<file path="src/rtl/rv_ctrl_pkg.sv">
// Shared decode/control definitions for the RV32I decode stage:
// opcodes, ALU/A-source encodings, immediate selector and the control bundle.
package rv_ctrl_pkg;

  localparam logic [6:0] OPC_LOAD   = 7'b0000011;
  localparam logic [6:0] OPC_STORE  = 7'b0100011;
  localparam logic [6:0] OPC_BRANCH = 7'b1100011;
  localparam logic [6:0] OPC_OP_IMM = 7'b0010011;
  localparam logic [6:0] OPC_OP     = 7'b0110011;
  localparam logic [6:0] OPC_JAL    = 7'b1101111;
  localparam logic [6:0] OPC_JALR   = 7'b1100111;
  localparam logic [6:0] OPC_LUI    = 7'b0110111;
  localparam logic [6:0] OPC_AUIPC  = 7'b0010111;

  localparam logic [6:0] FUNCT7_MULDIV = 7'b0000001;

  localparam logic [1:0] ALU_OP_ADD    = 2'b00;
  localparam logic [1:0] ALU_OP_BRANCH = 2'b01;
  localparam logic [1:0] ALU_OP_FUNCT  = 2'b10;
  localparam logic [1:0] ALU_OP_MULDIV = 2'b11;

  localparam logic [1:0] A_SEL_RS1  = 2'd0;
  localparam logic [1:0] A_SEL_PC   = 2'd1;
  localparam logic [1:0] A_SEL_ZERO = 2'd2;

  typedef enum logic [2:0] {
    IMM_I = 3'd0,
    IMM_S = 3'd1,
    IMM_B = 3'd2,
    IMM_U = 3'd3,
    IMM_J = 3'd4
  } imm_sel_e;

  typedef struct packed {
    logic       reg_write;
    logic       mem_read;
    logic       mem_write;
    logic       mem_to_reg;
    logic       branch;
    logic       jump;
    logic       alu_src;
    logic       illegal;
    logic [1:0] alu_op;
    logic [1:0] a_sel;
    imm_sel_e   imm_sel;
    logic [2:0] funct3;
    logic       funct7_5;
  } ctrl_bundle_t;

endpackage

</file>
<file path="src/rtl/ctrl_decode.sv">
// Purely combinational RV32I instruction decoder producing the control bundle,
// register indices and the hazard/divide helper flags. M-extension under RV_M_EXT_EN.
module ctrl_decode
  import rv_ctrl_pkg::*;
#(
  parameter int REG_ADDR_W = 5
) (
  input  logic [31:0]           instr,
  output ctrl_bundle_t          ctrl,
  output logic [REG_ADDR_W-1:0] rd,
  output logic [REG_ADDR_W-1:0] rs1,
  output logic [REG_ADDR_W-1:0] rs2,
  output logic                  uses_rs2,
  output logic                  is_div
);

  logic [6:0] opcode;
  logic [6:0] funct7;
  logic       no_rd;

  assign opcode = instr[6:0];
  assign funct7 = instr[31:25];

  always_comb begin
    ctrl          = '0;
    ctrl.imm_sel  = IMM_I;
    ctrl.alu_op   = ALU_OP_ADD;
    ctrl.a_sel    = A_SEL_RS1;
    ctrl.funct3   = instr[14:12];
    ctrl.funct7_5 = instr[30];
    uses_rs2      = 1'b0;
    is_div        = 1'b0;
    no_rd         = 1'b0;

    case (opcode)
      OPC_LOAD: begin
        ctrl.reg_write  = 1'b1;
        ctrl.mem_read   = 1'b1;
        ctrl.mem_to_reg = 1'b1;
        ctrl.alu_src    = 1'b1;
      end
      OPC_STORE: begin
        ctrl.mem_write = 1'b1;
        ctrl.alu_src   = 1'b1;
        ctrl.imm_sel   = IMM_S;
        uses_rs2       = 1'b1;
        no_rd          = 1'b1;
      end
      OPC_BRANCH: begin
        ctrl.branch  = 1'b1;
        ctrl.alu_op  = ALU_OP_BRANCH;
        ctrl.imm_sel = IMM_B;
        uses_rs2     = 1'b1;
        no_rd        = 1'b1;
      end
      OPC_OP_IMM: begin
        ctrl.reg_write = 1'b1;
        ctrl.alu_op    = ALU_OP_FUNCT;
        ctrl.alu_src   = 1'b1;
      end
      OPC_OP: begin
        uses_rs2 = 1'b1;
        if (funct7 == FUNCT7_MULDIV) begin
`ifdef RV_M_EXT_EN
          ctrl.reg_write = 1'b1;
          ctrl.alu_op    = ALU_OP_MULDIV;
          is_div         = instr[14];
`else
          ctrl.illegal = 1'b1;
`endif
        end else begin
          ctrl.reg_write = 1'b1;
          ctrl.alu_op    = ALU_OP_FUNCT;
        end
      end
      OPC_JAL: begin
        ctrl.reg_write = 1'b1;
        ctrl.jump      = 1'b1;
        ctrl.a_sel     = A_SEL_PC;
        ctrl.alu_src   = 1'b1;
        ctrl.imm_sel   = IMM_J;
      end
      OPC_JALR: begin
        ctrl.reg_write = 1'b1;
        ctrl.jump      = 1'b1;
        ctrl.alu_src   = 1'b1;
      end
      OPC_LUI: begin
        ctrl.reg_write = 1'b1;
        ctrl.a_sel     = A_SEL_ZERO;
        ctrl.alu_src   = 1'b1;
        ctrl.imm_sel   = IMM_U;
      end
      OPC_AUIPC: begin
        ctrl.reg_write = 1'b1;
        ctrl.a_sel     = A_SEL_PC;
        ctrl.alu_src   = 1'b1;
        ctrl.imm_sel   = IMM_U;
      end
      default: begin
        ctrl.illegal = 1'b1;
      end
    endcase
  end

  // Stores and branches never write back, so their rd field is zeroed to keep hazard checks quiet.
  assign rd  = no_rd ? '0 : REG_ADDR_W'(instr[11:7]);
  assign rs1 = REG_ADDR_W'(instr[19:15]);
  assign rs2 = REG_ADDR_W'(instr[24:20]);

endmodule

</file>
<file path="src/rtl/decode_ctrl_stage.sv">
// Registered decode/control stage: ID/EX control register with stall, flush and
// load-use bubbles. Define RV_M_EXT_EN to enable M decode and the divide-wait FSM.
module decode_ctrl_stage
  import rv_ctrl_pkg::*;
#(
  parameter int DIV_LATENCY = 4,
  parameter int REG_ADDR_W  = 5
) (
  input  logic                  clk,
  input  logic                  rst_n,
  input  logic                  in_valid,
  output logic                  in_ready,
  input  logic [31:0]           instr,
  input  logic                  flush,
  input  logic                  ex_ready,
  output logic                  out_valid,
  output logic                  out_reg_write,
  output logic                  out_mem_read,
  output logic                  out_mem_write,
  output logic                  out_mem_to_reg,
  output logic                  out_branch,
  output logic                  out_jump,
  output logic                  out_alu_src,
  output logic                  out_illegal,
  output logic [1:0]            out_alu_op,
  output logic [1:0]            out_a_sel,
  output logic [2:0]            out_imm_sel,
  output logic [2:0]            out_funct3,
  output logic                  out_funct7_5,
  output logic [REG_ADDR_W-1:0] out_rd,
  output logic [REG_ADDR_W-1:0] out_rs1,
  output logic [REG_ADDR_W-1:0] out_rs2,
  output logic                  muldiv_busy
);

  ctrl_bundle_t          dec_ctrl;
  ctrl_bundle_t          out_ctrl;
  logic [REG_ADDR_W-1:0] dec_rd;
  logic [REG_ADDR_W-1:0] dec_rs1;
  logic [REG_ADDR_W-1:0] dec_rs2;
  logic                  dec_uses_rs2;
  logic                  dec_is_div;
  logic                  advance;
  logic                  hazard;
  logic                  div_wait;
  logic                  accept;

  ctrl_decode #(
    .REG_ADDR_W(REG_ADDR_W)
  ) u_decode (
    .instr    (instr),
    .ctrl     (dec_ctrl),
    .rd       (dec_rd),
    .rs1      (dec_rs1),
    .rs2      (dec_rs2),
    .uses_rs2 (dec_uses_rs2),
    .is_div   (dec_is_div)
  );

  assign advance = !out_valid || ex_ready;
  assign hazard  = out_valid && out_ctrl.mem_read && (out_rd != '0) &&
                   ((dec_rs1 == out_rd) || (dec_uses_rs2 && (dec_rs2 == out_rd)));
  assign in_ready = advance && !flush && !hazard && !div_wait;
  assign accept   = in_valid && in_ready;

  // When advancing without an accepted instruction the register takes a bubble.
  always_ff @(posedge clk or negedge rst_n) begin
    if (!rst_n) begin
      out_valid <= 1'b0;
      out_ctrl  <= '0;
      out_rd    <= '0;
      out_rs1   <= '0;
      out_rs2   <= '0;
    end else if (flush) begin
      out_valid <= 1'b0;
    end else if (advance) begin
      out_valid <= accept;
      out_ctrl  <= dec_ctrl;
      out_rd    <= dec_rd;
      out_rs1   <= dec_rs1;
      out_rs2   <= dec_rs2;
    end
  end

  assign out_reg_write  = out_ctrl.reg_write;
  assign out_mem_read   = out_ctrl.mem_read;
  assign out_mem_write  = out_ctrl.mem_write;
  assign out_mem_to_reg = out_ctrl.mem_to_reg;
  assign out_branch     = out_ctrl.branch;
  assign out_jump       = out_ctrl.jump;
  assign out_alu_src    = out_ctrl.alu_src;
  assign out_illegal    = out_ctrl.illegal;
  assign out_alu_op     = out_ctrl.alu_op;
  assign out_a_sel      = out_ctrl.a_sel;
  assign out_imm_sel    = out_ctrl.imm_sel;
  assign out_funct3     = out_ctrl.funct3;
  assign out_funct7_5   = out_ctrl.funct7_5;

`ifdef RV_M_EXT_EN
  localparam int CNT_W = $clog2(DIV_LATENCY + 1);

  typedef enum logic {
    IDLE     = 1'b0,
    DIV_WAIT = 1'b1
  } div_state_e;

  div_state_e       state;
  div_state_e       state_next;
  logic [CNT_W-1:0] cnt;
  logic [CNT_W-1:0] cnt_next;

  always_ff @(posedge clk or negedge rst_n) begin
    if (!rst_n) begin
      state <= IDLE;
      cnt   <= '0;
    end else begin
      state <= state_next;
      cnt   <= cnt_next;
    end
  end

  // The countdown runs regardless of ex_ready; issue is blocked only by the divider itself.
  always_comb begin
    state_next = state;
    cnt_next   = cnt;
    if (flush) begin
      state_next = IDLE;
      cnt_next   = '0;
    end else begin
      case (state)
        IDLE: begin
          if (accept && dec_is_div && (DIV_LATENCY > 1)) begin
            state_next = DIV_WAIT;
            cnt_next   = CNT_W'(DIV_LATENCY - 1);
          end
        end
        DIV_WAIT: begin
          cnt_next = cnt - 1'b1;
          if (cnt == CNT_W'(1)) begin
            state_next = IDLE;
          end
        end
        default: begin
          state_next = IDLE;
          cnt_next   = '0;
        end
      endcase
    end
  end

  assign div_wait    = (state == DIV_WAIT);
  assign muldiv_busy = (state != IDLE);
`else
  logic unused_div;
  assign unused_div  = dec_is_div;
  assign div_wait    = 1'b0;
  assign muldiv_busy = 1'b0;
`endif

endmodule

</file>
<file path="config.mk">
export PLATFORM = sky130hd
export DESIGN_NAME = decode_ctrl_stage
export DESIGN_NICKNAME = d
export VERILOG_FILES = /design/src/rtl/rv_ctrl_pkg.sv /design/src/rtl/ctrl_decode.sv /design/src/rtl/decode_ctrl_stage.sv
export SDC_FILE = /design/constraint.sdc
export NUM_CORES = 1
export LEC_CHECK = 0
export BUFFER_PORTS_ARGS = -buffer_cell sky130_fd_sc_hd__buf_2
export CORE_AREA = 2 2 62 64
export CTS_CLUSTER_SIZE = 14
export DETAILED_ROUTE_END_ITERATION = 7
export DIE_AREA = 0 0 64 66
export HOLD_SLACK_MARGIN = 0.12
export PLACE_DENSITY_LB_ADDON = 0.2
export SKIP_CTS_REPAIR_TIMING = 1
export SLEW_MARGIN = 20
export SYNTH_ARGS = -nofsm -noshare
export SYNTH_HDL_FRONTEND = slang
export SYNTH_SLANG_ARGS = --single-unit
</file>
<file path="constraint.sdc">
create_clock -name clk -period 1.8 [get_ports clk]
set_clock_uncertainty 0.15 [all_clocks]
set_input_delay 0.27 -clock clk [delete_from_list [all_inputs] [get_ports clk]]
set_output_delay 0.27 -clock clk [all_outputs]
set_load 0.01 [all_outputs]
</file>
# Yosys cells after proc, flatten, opt, wreduce, memory -nomap -nowiden
# Index checks and enable logic that the tools add are counted.
# Widths: inputs -> output; s select.
[totals] regBits=34 in_bits=37 output_inout_bits=37 elab_cells=70
[classes] eq_ne=12 muxes=18 n_bitwise=1 reduce_logical=23
[ops] op="$eq 7x6->1 const B" n=3
[ops] op="$eq 7x7->1 const B" n=3
[ops] op="$eq 7x5->1 const B" n=2
[ops] op="$pmux 3 s4" n=1
[ops] op="$mux 1" n=11
[ops] op="$eq 5x5->1" n=2
[ops] op="$reduce_or 2->1" n=4
[ops] op="$reduce_or 8->1" n=1
[ops] op="$eq 7x1->1 const B" n=1
[ops] op="$eq 7x2->1 const B" n=1
[ops] op="$logic_and 1x1->1" n=7
[ops] op="$reduce_or 7->1" n=1
[ops] op="$pmux 2 s3" n=1
[ops] op="$reduce_or 6->1" n=1
[ops] op="$mux 5" n=1
[ops] op="$reduce_bool 5->1" n=1
[ops] op="$pmux 1 s2" n=2
[ops] op="$pmux 2 s2" n=1
[ops] op="$logic_not 1->1" n=3
[ops] op="$reduce_or 3->1" n=1
[ops] op="$logic_or 1x1->1" n=2
[ops] op="$mux 2" n=1
[ops] op="$reduce_and 2->1" n=1
[ops] op="$reduce_bool 2->1" n=1
[ops] op="$not 1->1" n=1

# Logic depth before layout (Yosys ltp)
# Gate-level depths: netlist (run 1).
[logic_depth] ltp_word=11 depth_mapped=6 mapped_depth_nobuf=5

# Hierarchy
# From an unflattened synthesis (run 1), not the netlist that was laid out.
[unflattened] cells_unflattened=157 hier_area_um2=1859.3
[by_module_without_submodules] mod="decode_ctrl_stage" n_inst=1 cells_per_inst=97 area_each_um2=1458.9 seq_area_each_um2=875.8
[by_module_without_submodules] mod="ctrl_decode" n_inst=1 cells_per_inst=60 area_each_um2=400.4 seq_area_each_um2=0.0

# Worst setup path after synthesis (run 1)
# No wires, ideal clock.
[synth_path] path_type="flip-flop to output port" start="reg out_rd[1]" end="out in_ready" t_arrival_ps=1358 required_ps=1380 path_slack_ps=22 stages_incl_launch_ff=5 path_buffers=0 path_cell_list="dfrtp_1 > or4_4 > o211ai_2 > a21oi_1 > nor2_1"
[synth_via] elab_chain_len=6 elab_cells_between_ends=9 classes_between="2 x eq/ne; 7 x reduce/logical"
[synth_rtl] element="from (decl)" line="decode_ctrl_stage.sv:30" rtl="output logic [REG_ADDR_W-1:0] out_rd,"
[synth_rtl] element="from (signal assigned)" line="decode_ctrl_stage.sv:79" rtl="out_rd <= dec_rd;"
[synth_rtl] element="$eq 5x5->1" line="decode_ctrl_stage.sv:62" rtl="((dec_rs1 == out_rd) || (dec_uses_rs2 && (dec_rs2 == out_rd)));"
[synth_rtl] element="$logic_and 1x1->1" line="decode_ctrl_stage.sv:62"
[synth_rtl] element="$logic_or 1x1->1" line="decode_ctrl_stage.sv:62"
[synth_rtl] element="$logic_and 1x1->1 (*)" line="decode_ctrl_stage.sv:61" rtl="assign hazard = out_valid && out_ctrl.mem_read && (out_rd != '0) &&"
[synth_rtl] element="$logic_not 1->1 (*)" line="decode_ctrl_stage.sv:63" rtl="assign in_ready = advance && !flush && !hazard && !div_wait;"
[synth_rtl] element="$logic_and 1x1->1 (*)" line="decode_ctrl_stage.sv:63"
[synth_rtl] element="to (decl)" line="decode_ctrl_stage.sv:12" rtl="output logic in_ready,"
# Mark *: on every way between the ends. The rest lies on a longest branch, timed or not.

# Final worst setup path (run 1)
[layout_path] start="reg out_rd[2]" end="out in_ready"
# The elaborated chain is that of the path after synthesis.

==> run_results.csv, run 1 <==
group,metric,value,unit
status,status,"finished, violations left",
status,violations,"setup timing",
drt,drt-initial-drc-count,88,
die,die_area,0.004224,mm2
yosys,synth_area_leaders,"dfrtp_1, nand2_1, xor2_1",
worst_setup_path,cpPeakStageDelay,530,ps
die,fp-row-count,22,
worst_setup_path,cp_cell_sequence,"or4_4, o211ai_2, a21oi_2, nor2_1, buf_2",
pwr,power_switching,518.6,uW
worst_setup_path,r2r-end,"out_valid",
worst_setup_path,worstReg2RegStart,"out_rd[4]",
sta,setup_ws,-385.5,ps
sta,finalCritPeriodShare,121.4,%
finish,layout-drive-gt1-share,35.56,%
sta,finalCriticalPeriod,2186,ps
pwr,vdd_drop_max,0.5153,mV
finish,largest_registers,"out_rd x5, out_rs1 x5, out_rs2 x5",
sta,fin_setup_tns,-385.5,ps
worst_setup_path,cp.arrival,1770,ps
worst_setup_path,crit_fanout,3,
die,core,0.003551,mm2
pwr,report.power.total,1.764,mW
place,dp_hpwl,2884,um
yosys,yosysWarningCount,0,
drt,num_vias,1604,
worst_setup_path,endpoint_kind,"output pin",
finish,n_fill_cell,293,
sta,rsz0062_at_grt,"true",
yosys,synth_area,0.001572,mm2
min_path,min_from,"ex_ready",
worst_setup_path,start_kind,"register",
yosys,ys_top_cells_by_count,"nand2_1, dfrtp_1, nor2_1, xor2_1, o21ai_1",
drt,viasPerCell,4.831,
die,die_h,66,um
pwr,leakagePower,1.245,nW
clock_tree,clock_sinks,33,
die,fp.dieW,64,um
clock_tree,h-tree-depth,2,
worst_setup_path,r2r_slack,100,ps
place,post_dp_cell_area,0.002056,mm2
grt,antenna_found_initial,0,
drt,totalWireLength,4432,um
sta,fmax,457.6,MHz
clock_tree,cts_tree,"built",
finish,insertedDiodeCount,0,
finish,final_util,67.51,%
worst_setup_path,cp.required,1380,ps
min_path,hold_end,"out_valid",
clock_tree,root_buffer,"clkbuf_4",
place,dp_cells,298,
yosys,synth_edf_count,0,
min_path,whs_path_depth,4,
clock_tree,cts_buffers,5,
finish,fin_nets,320,
place,place_congestion,0.8501,
clock_tree,clock_path_buffers,2,
pwr,p_seq_share,48.1,%
yosys,yosysUniqueCellTypes,36,
yosys,synth_top_area_cell,"dfrtp_1",
run,maxCapViolCount,0,
finish,layout.cells.non_filler,332,
min_path,min_path_type,"input port to register",
pwr,p_comb_share,24.6,%
grt,grt.overflow.total,0,
sta,timing.final.max_slew_violations,0,
pwr,switching_share,29.41,%
sta,finalHoldViolCount,0,
worst_setup_path,criticalPathCategory,"register to output pin",
clock_tree,clock_latency,340,ps
worst_setup_path,cp_num_buf_inv,1,
pwr,power_density,735.6,mW/mm2
drt,ant_nets,0,
clock_tree,clk_pin_slew,110,ps
finish,syn_to_final_growth,52.55,%
grt,grt_pass1_wl,6327,um
yosys,async_flop_share,100.0,%
die,num_io_pins,74,
drt,wl_per_cell,13.35,um
worst_setup_path,cp_slowest_cell,"or4_4",
yosys,synthFlopType,"dfrtp_1",
sta,finalSetupViolations,1,
grt,grt_max_degree,34,
finish,design_area,0.002397,mm2
yosys,syn_nets,213,
drt,firstDrtPassIters,4,
grt,track_usage,19.71,%
place,io_buffer_count,72,
die,start_util,44.26,%
yosys,synth_most_common_cell,"nand2_1",
yosys,avgSynthCellArea,8.929,um2
yosys,seq_area_frac_synth,52.55,%
worst_setup_path,critPathTopFamily,"simple AND/OR/NAND/NOR gates",
yosys,ys_ff_latch,33,
worst_setup_path,rr_worst_depth,5,
drt,drc_errors,0,
pwr,clkPwrFrac,27.3,%
grt,grt_pass1_vias,1420,
yosys,syn_inst,176,
yosys,synth_top_area_share,52.55,%
pwr,p_int,1.245,mW
-- cells in the final DEF (no fill, tap or decap), types with 2 or more instances in the layout --
cell type / Yosys / routed
buf_2: 4 / 72
nand2_1: 63 / 63
dfrtp_1: 33 / 32
dlygate4sd3_1: 0 / 26
nor2_1: 11 / 10
buf_4: 3 / 10
xor2_1: 8 / 8
o21ai_1: 7 / 7
nand3_1: 5 / 5
clkbuf_4: 0 / 5
o21ai_0: 4 / 4
a31oi_1: 3 / 3
nor3_1: 2 / 2
xnor2_1: 2 / 2
a21oi_1: 3 / 2
o21a_1: 2 / 2
nand2b_1: 2 / 2
clkbuf_8: 0 / 2
buf_12: 0 / 2
-- how the worst max path moves through the flow --
stage | to | depth (start not counted) | slack (ps) | start
3_3_place_gp | in_ready | 5 | 20 | out_rd[2]
6_report | in_ready | 5 | -390 | out_rd[2]
2_1_floorplan | in_ready | 4 | 20 | out_rd[1]
4_1_cts | in_ready | 5 | -400 | out_rd[2]
3_5_place_dp | in_ready | 5 | -5 | out_rd[2]
5_1_grt | in_ready | 5 | -450 | out_rd[2]
-- worst register-to-register path, delay by kind of cell, from the launching register on --
kind,cells,cell delay (ps)
simple gates,3,490
flops,1,450
compound gates,1,320
xor+xnor,1,180
-- metrics by stage --
step	hold WS, ps	worst slack, ps
CTS	-282.5	-400.4
finish	112.0	-385.5
floorplan	-175.6	21.93
global route	124.2	-452.8
global placement	90.60	21.50
detailed placement	88.12	-4.992
-- logic make-up after synthesis --
kind of cell	synth area share (%)
compound gates	10.03
other cells	0.2386
buf+inv	3.662
simple gates	27.95
flops	52.55
xor+xnor	5.574
-- final cells by class --
cell class / instances / area (um2) / share of cell area, %
Timing Repair Buffer: 110 / 735.7 / 30.69
Clock buffer: 7 / 65.06 / 2.714
Clock inverter: 1 / 5.005 / 0.2088
Inverter: 1 / 3.754 / 0.1566
Tap cell: 48 / 60.06 / 2.505
Sequential cell: 33 / 827.0 / 34.50
Multi-Input combinational cell: 132 / 700.7 / 29.23
-- per-layer routing --
metal  up-vias  GRT usage [%]  wire length, um
met1       747          25.27             1922
li1        792              -                -
met2        59          32.03             2136
met4         0          7.337               59
met5         -              0                0
met3         6          5.111              313
-- power by group through the flow --
stage	sequential, mW	combinational, mW	clock [mW]
after floorplan	0.902	0.138	0
after global placement	0.859	0.378	0
after detailed placement	0.861	0.383	0
after CTS	0.847	0.384	0.492
after global routing	0.858	0.477	0.529
final	0.848	0.435	0.481
No activity file was read; power rests on OpenSTA's default activity.
==> run 2, diff against run 1 <==
--- a/config.mk
+++ b/config.mk
@@ -6,12 +6,15 @@
 export NUM_CORES = 1
 export LEC_CHECK = 0
 export BUFFER_PORTS_ARGS = -buffer_cell sky130_fd_sc_hd__buf_2
-export CORE_AREA = 2 2 62 64
+export CELL_PAD_IN_SITES_DETAIL_PLACEMENT = 1
+export CELL_PAD_IN_SITES_GLOBAL_PLACEMENT = 1
+export CORE_AREA = 2 2 73 75
 export CTS_CLUSTER_SIZE = 14
 export DETAILED_ROUTE_END_ITERATION = 7
-export DIE_AREA = 0 0 64 66
+export DIE_AREA = 0 0 75 77
 export HOLD_SLACK_MARGIN = 0.12
 export PLACE_DENSITY_LB_ADDON = 0.2
+export SETUP_SLACK_MARGIN = 0.15
 export SKIP_CTS_REPAIR_TIMING = 1
 export SLEW_MARGIN = 20
 export SYNTH_ARGS = -nofsm -noshare
==> run 2 against run 1 <==
Against the previous run: the flow still finishes with violations (setup timing); sequential share of layout area down 0.091 points; global-route usage down 2.6 points; routed wire length up 12%; clock power up 18%; sequential power up 0.7%; first-iteration DRC count down 64%; critical path depth unchanged; clock-buffer cell count unchanged; non-clock buffer count down 1; critical endpoint unchanged.
==> run_results.csv, run 2 (same netlist as run 1, synthesis figures left out) <==
group,metric,value,unit
sta,timing.final.max_slew_violations,0,
worst_setup_path,cp.required,1380,ps
finish,layout.cells.non_filler,352,
worst_setup_path,endpoint_kind,"output pin",
finish,register_area,828.3,um2
place,place_congestion,0.7442,
die,core,0.004977,mm2
finish,layout_common_cells,"buf_2, nand2_1, dfrtp_1, dlygate4sd3_1, buf_4",
drt,totalWireLength,4945,um
min_path,whs_path_depth,2,
finish,multi_input_area,715.7,um2
clock_tree,clk_pin_slew,60,ps
die,die_h,77,um
worst_setup_path,criticalPathCategory,"register to output pin",
grt,grt.overflow.total,0,
finish,insertedDiodeCount,0,
die,fp-row-count,26,
worst_setup_path,cp.arrival,1700,ps
clock_tree,h-tree-depth,2,
drt,drc_errors,0,
clock_tree,clock_latency,290,ps
drt,ant_nets,0,
status,violations,"setup timing",
sta,finalCriticalPeriod,2122,ps
sta,finalHoldViolCount,0,
grt,antenna_found_initial,0,
die,start_util,31.57,%
finish,layout-drive-gt1-share,38.65,%
finish,final_common_cell,"buf_2",
clock_tree,clock_path_buffers,2,
min_path,min_path_type,"input port to register",
place,io_buffer_count,72,
drt,wl_met3,272,um
worst_setup_path,cp_slowest_cell,"or4_4",
finish,fin_nets,319,
clock_tree,cts_tree,"built",
pwr,leakagePower,1.239,nW
drt,firstDrtPassIters,3,
pwr,power_density,768.0,mW/mm2
sta,setup_ws,-322.0,ps
run,maxCapViolCount,0,
worst_setup_path,cp_cell_sequence,"or4_4, o211ai_2, a21oi_2, nor2_1, buf_2",
drt,wl_per_cell,14.05,um
place,dp_hpwl,3662,um
drt,wl_met1,2046,um
finish,final_util,48.37,%
finish,syn_to_final_growth,53.18,%
pwr,report.power.total,1.849,mW
finish,largest_registers,"out_rd x5, out_rs1 x5, out_rs2 x5",
sta,rsz0062_at_grt,"true",
drt,top_layer_used,"met4",
place,dp_slack,-83.44,ps
grt,grt_max_degree,18,
sta,fin_setup_tns,-484.4,ps
die,num_io_pins,74,
clock_tree,cts_buffers,5,
worst_setup_path,start_kind,"register",
drt,routed-wl-met2,2558,um
drt,viasPerCell,4.611,
pwr,vdd_drop_max,0.2876,mV
grt,grt_pass1_wl,7452,um
worst_setup_path,crit_fanout,4,
die,die_area,0.005775,mm2
sta,fmax,471.3,MHz
grt,track_usage,17.08,%
worst_setup_path,rr_worst_depth,7,
worst_setup_path,cpPeakStageDelay,530,ps
finish,design_area,0.002407,mm2
sta,finalCritPeriodShare,117.9,%
place,dp_cells,323,
drt,num_vias,1623,
drt,drt-initial-drc-count,32,
sta,holdWs,35.03,ps
clock_tree,root_buffer,"clkbuf_8",
grt,grt_pass1_vias,1561,
die,fp.dieW,75,um
place,post_dp_cell_area,0.002082,mm2
clock_tree,clock_sinks,33,
sta,finalSetupViolations,2,
finish,n_fill_cell,618,
status,status,"finished, violations left",
[run 2: cell type report]
cell class / instances / share of cell area (%)
flip-flops and latches: 33 / 34.41
multi-input cells: 132 / 29.73
repair buffers: 109 / 28.48
well taps: 70 / 3.638
clock buffers: 7 / 3.586
inverters: 1 / 0.1559
[run 2: metal layers]
| layer | up-vias | global-route usage, % |
|---|---|---|
| met3 | 6 | 4.336 |
| met2 | 45 | 27.81 |
| met1 | 777 | 21.55 |
| li1 | 795 | - |
| met4 | 0 | 5.893 |
| met5 | - | 0 |
[run 2: power breakdown]
part	total [mW]	leakage [nW]	internal, mW	switching (mW)
sequential	0.854	0.411	0.810	0.0438
combinational	0.429	0.784	0.204	0.225
clock	0.566	0.0443	0.303	0.263
[run 2: worst max-delay path, delay by kind of cell, from the launching register on]
kind | cells | cell delay (ps)
simple gates | 2 | 610
compound gates | 2 | 270
flops | 1 | 410
buf+inv | 1 | 140
[run 2: path summary, 6_finish.rpt]
check	endpoint	slack (ps)	start
setup / recovery	in_ready	-320	out_rd[2]
hold / removal	out_valid	40	flush
setup reg to reg	out_valid	-160	out_rd[4]
hold reg to reg	out_rs1[1]	320	out_rs1[1]
max in group asynchronous	out_rd[4]	750	rst_n
min in group asynchronous	out_rs2[0]	260	rst_n
